<file path="config.mk">
export PLATFORM = sky130hd
export DESIGN_NAME = tdc_therm_decoder
export DESIGN_NICKNAME = d
export VERILOG_FILES = /design/src/rtl/tdc_therm_decoder.sv
export SDC_FILE = /design/constraint.sdc
export NUM_CORES = 1
export LEC_CHECK = 0
export BUFFER_PORTS_ARGS = -buffer_cell sky130_fd_sc_hd__buf_4
export CORE_MARGIN = 2
export CORE_UTILIZATION = 45
export DETAILED_ROUTE_END_ITERATION = 8
export GPL_ROUTABILITY_DRIVEN = 0
export GPL_TIMING_DRIVEN = 0
export HOLD_SLACK_MARGIN = 0.12
export PLACE_DENSITY = 0.66
export SYNTH_ARGS = -nofsm -noshare
export SYNTH_HDL_FRONTEND = slang
export SYNTH_SLANG_ARGS = --single-unit
</file>
<file path="constraint.sdc">
create_clock -name clk -period 14.65 [get_ports clk]
set_input_delay 0.7325 -clock clk [delete_from_list [all_inputs] [get_ports clk]]
set_output_delay 0.7325 -clock clk [all_outputs]
set_load 0.03 [all_outputs]
</file>
<file path="src/rtl/tdc_therm_decoder.sv">
// TDC thermometer decoder: popcount + status flags behind a valid/ready output register.
// Optional build macro TDC_DEC_AVG_EN replaces per-sample output with a 2^AVG_LOG2 window mean.
module tdc_therm_decoder #(
  parameter int N_DELAY  = 256,
  parameter int CODE_W   = $clog2(N_DELAY) + 1,
  parameter int AVG_LOG2 = 2
) (
  input  logic               clk,
  input  logic               rst_n,
  input  logic [N_DELAY-1:0] i_result,
  input  logic               i_meas_en,
  input  logic               i_ready,
  output logic [CODE_W-1:0]  o_code,
  output logic               o_valid,
  output logic               o_overflow,
  output logic               o_empty,
  output logic               o_bubble,
  output logic [7:0]         o_drop_cnt
);

  if (N_DELAY < 8 || N_DELAY > 256 || (N_DELAY & (N_DELAY - 1)) != 0 || AVG_LOG2 < 1) begin : g_bad_cfg
    $error("tdc_therm_decoder: unsupported N_DELAY/AVG_LOG2 configuration");
  end

  logic [N_DELAY-1:0] s1_q;
  logic               s1_v;
  logic [CODE_W-1:0]  pop;
  logic               cur_ovf;
  logic               cur_emp;
  logic               cur_bub;

  logic               res_v;
  logic [CODE_W-1:0]  res_code;
  logic               res_ovf;
  logic               res_emp;
  logic               res_bub;

  logic               load;
  logic               drop;

  always_ff @(posedge clk) begin
    if (!rst_n) begin
      s1_q <= '0;
      s1_v <= 1'b0;
    end else begin
      s1_v <= i_meas_en;
      if (i_meas_en) s1_q <= i_result;
    end
  end

  // Bubble marks any stage that reads 0 while the stage above it reads 1.
  always_comb begin
    pop = '0;
    for (int i = 0; i < N_DELAY; i++) begin
      pop = pop + CODE_W'(s1_q[i]);
    end
    cur_ovf = &s1_q;
    cur_emp = ~|s1_q;
    cur_bub = |(~s1_q[N_DELAY-2:0] & s1_q[N_DELAY-1:1]);
  end

`ifdef TDC_DEC_AVG_EN
  localparam int ACC_W = CODE_W + AVG_LOG2;
  localparam logic [AVG_LOG2-1:0] CNT_ONE = 1;

  logic [ACC_W-1:0]    acc;
  logic [ACC_W-1:0]    acc_sum;
  logic [AVG_LOG2-1:0] win_cnt;
  logic                win_last;
  logic                win_ovf;
  logic                win_emp;
  logic                win_bub;

  always_comb begin
    acc_sum  = acc + ACC_W'(pop);
    win_last = &win_cnt;
    res_v    = s1_v & win_last;
    res_code = acc_sum[AVG_LOG2 +: CODE_W];
    res_ovf  = win_ovf | cur_ovf;
    res_emp  = win_emp | cur_emp;
    res_bub  = win_bub | cur_bub;
  end

  // The window restarts on its last sample whether or not the result is accepted.
  always_ff @(posedge clk) begin
    if (!rst_n) begin
      acc     <= '0;
      win_cnt <= '0;
      win_ovf <= 1'b0;
      win_emp <= 1'b0;
      win_bub <= 1'b0;
    end else if (s1_v) begin
      if (win_last) begin
        acc     <= '0;
        win_cnt <= '0;
        win_ovf <= 1'b0;
        win_emp <= 1'b0;
        win_bub <= 1'b0;
      end else begin
        acc     <= acc_sum;
        win_cnt <= win_cnt + CNT_ONE;
        win_ovf <= res_ovf;
        win_emp <= res_emp;
        win_bub <= res_bub;
      end
    end
  end
`else
  always_comb begin
    res_v    = s1_v;
    res_code = pop;
    res_ovf  = cur_ovf;
    res_emp  = cur_emp;
    res_bub  = cur_bub;
  end
`endif

  assign load = res_v & (~o_valid | i_ready);
  assign drop = res_v & o_valid & ~i_ready;

  // Output register doubles as the second pipeline stage; a full, stalled output discards new results.
  always_ff @(posedge clk) begin
    if (!rst_n) begin
      o_valid    <= 1'b0;
      o_code     <= '0;
      o_overflow <= 1'b0;
      o_empty    <= 1'b0;
      o_bubble   <= 1'b0;
      o_drop_cnt <= '0;
    end else begin
      if (load) begin
        o_valid    <= 1'b1;
        o_code     <= res_code;
        o_overflow <= res_ovf;
        o_empty    <= res_emp;
        o_bubble   <= res_bub;
      end else if (o_valid && i_ready) begin
        o_valid <= 1'b0;
      end
      if (drop && o_drop_cnt != 8'hFF) o_drop_cnt <= o_drop_cnt + 8'd1;
    end
  end

endmodule

</file>
==> summary.txt <==
Critical path
  – Critical path class: register to register
  – Worst Path Arrival: 9.08 ns
  – Crit path max fanout: 6
  – Worst Setup End Kind: register
  – CP Launch Type: register
  – Critical Path RT: 15.18 ns

Timing
  – Setup Skew: 0.0183 ns
  – Final setup TNS: 0 ns
  – RSZ-0062 raised after global routing: no
  – Relative slew slack: 0.0808
  – Final period utilization: 0.584
  – Slew Viols, Final: 0
  – Max Fclk: 117 MHz
  – Fin. Hold Viols: 0
  – Fin crit period: 8.55 ns
  – Final setup vio count: 0
  – Worst-Margin Slew: 1.37 ns

Detailed routing
  – 1st-iter DRT viols: 2542
  – Routed WL per cell: 25.4 um
  – DRC viols: 144
  – Via Count: 17164
  – Pre-antenna DRT Iters: 9
  – Vias/cell: 5.77
  – ANT nets after route: 0
  – Post-Route WL: 75600 um

Clock network
  – # resized after CTS: 0
  – Clk pin slew, worst setup/hold paths: 0.06 ns
  – Clock Root Buffer: clkbuf_16
  – Clk Latency, worst-skew pair: 0.60 ns
  – CTS buffer count: 29
  – Post-CTS setup buffers: 0
  – Htree depth: 1
  – Clock sink total: 278
  – Post-CTS Hold Buffers: 0
  – TritonCTS clock tree: built
  – CTS max path bufs: 3

Synth
  – Netlist cell types: 48
  – Seq/Total Area, Yosys: 0.286
  – FF+latch count, synth: 278
  – Cell area after synthesis: 19500 um2
  – Synth warn: 0
  – Number of flops mapped to enable cells by yosys: 0
  – Post-Synth Adder-Cell Area: 0.276
  – Synth Area in XOR/XNOR: 0.00404
  – Syn_nets: 2602
  – Simple-gate share of the synthesized area: 0.176
  – Synth Flop Type: dfxtp_1
  – Ys async rst share: 0
  – Main combinational cell family by area after synthesis: adder cells
  – Cell count after synthesis: 2058
  – Compound-Gate Fraction of Synth Area: 0.0425
  – Syn_area_per_cell: 9.47 um2
  – Post-synthesis mux area share: 0.133

Finish
  – Commonest non-fill, non-tap cell in the layout: inv_1
  – Antenna Cells: 0
  – Layout area overhead: 19.2%
  – Fin area: 23200 um2
  – Most frequent cells in the layout: 366 x inv_1, 278 x buf_4, 278 x dfxtp_1, 257 x mux2i_1, 242 x fa_1
  – Fin util: 0.542
  – Fin nets: 2911
  – Layout cells sized above 1: 0.147

Global routing
  – Total gr overflow: 0
  – Global-route wire length before repair: 109000 um
  – Vias in the first global route: 17178
  – Initial antenna violation count: 2
  – All-Layer GR Usage: 0.337
  – Largest net degree at the start of global routing: 15

Placement
  – Area after DPL: 22300 um2
  – Hpwl dp: 61400 um
  – IO buf count: 278

Floorplanning
  – Initial Utilization: 0.454
  – Core region area: 42900 um2
  – I/O pins: 281
  – Row count: 76
  – Die area: 45000 um2
  – Die width: 212 um
  – Vert. Die Dim: 212 um

Hold path
  – Worst hold path class: input port to register

Job
  – Max-cap check violation count: 0

Status
  – Outcome: finished, violations left
  – Failing checks: DRC
==> per-stage QoR <==
stage / setup WS (ns) / hold WS (ns) / std cells
CTS: 6.16 / 0.392 / 2973
floorplan: 6.90 / 0.476 / 2058
finish: 6.10 / 0.375 / 2973
global route: 5.70 / 0.373 / 2973
detailed placement: 6.19 / 0.467 / 2921
global placement: 6.22 / 0.459 / 2921
==> cell families (layout without fill, tap and decap cells) <==
group / count (synthesis) / count (layout)
fa+ha+maj: 284 / 284
flops: 278 / 278
compound gates: 152 / 152
xor+xnor: 9 / 9
buf+inv: 429 / 759
mux: 258 / 258
simple gates: 648 / 648
==> state kept, by name, indices dropped and copies added, names as in the netlist <==
signal / cells
s1_q: 256
o_code: 9
o_drop_cnt: 8
o_bubble: 1
o_empty: 1
o_overflow: 1
o_valid: 1
res_v: 1
==> metal layers <==
layer | track usage | wire (um) | up-vias
met3 | 0.105 | 9420 | 419
met5 | 0.00556 | 54 | -
met1 | 0.419 | 27800 | 8127
met4 | 0.198 | 5670 | 6
met2 | 0.516 | 32700 | 1278
li1 | - | - | 7334
==> cell usage after synthesis, types with 10 or more instances <==
cell type  count  share of area
a21oi_1      106          0.027
clkbuf_1      32         0.0062
fa_1         242           0.25
dfxtp_1      278           0.29
buf_2         22         0.0056
o21ai_0       23         0.0059
nand4_1       90          0.029
nand2_1       40         0.0077
nor2_1       220          0.042
nor2b_1      154          0.049
ha_1          42          0.027
and2_1        10         0.0032
nand3_1       13         0.0033
mux2i_1      257           0.13
nor4_1        90          0.029
inv_1        366          0.070
==> cell type report <==
cell class                      count  area, um2
Tap cell                          585        732
Timing Repair Buffer              278       2090
Buffer                             62        260
Clock buffer                       43        848
Sequential cell                   278       5570
Clock inverter                      9       76.3
Inverter                          367       1380
Fill cell                        3880      19700
Multi-Input combinational cell   1351      12300
==> worst max-delay path, cell delays in order (launching register included) <==
cell	delay [ns]
dfxtp_1	0.56
inv_1	0.11
fa_1	0.52
inv_1	0.07
fa_1	0.50
fa_1	0.77
fa_1	0.56
fa_1	0.51
inv_1	0.05
fa_1	0.47
fa_1	0.55
fa_1	0.44
fa_1	0.54
fa_1	0.43
fa_1	0.47
inv_1	0.08
ha_1	0.16
inv_1	0.07
fa_1	0.45
nor2b_1	0.12
o21ai_0	0.10
a21boi_1	0.22
o21ai_0	0.14
a2111oi_0	0.43
a311o_1	0.17
==> worst paths after layout <==
path,slack [ns],depth (start not counted),end,start
worst max-delay path,6.10,24,o_code[6],s1_q[241]
worst min-delay path,0.37,3,s1_q[72],i_result[72]
worst max register to register,6.10,24,o_code[6],s1_q[241]
worst min register to register,0.48,2,o_empty,o_empty
Power is left out: the tool's default activity adds up to more than one toggle a clock period on the data nets, which glitch-free logic cannot reach.
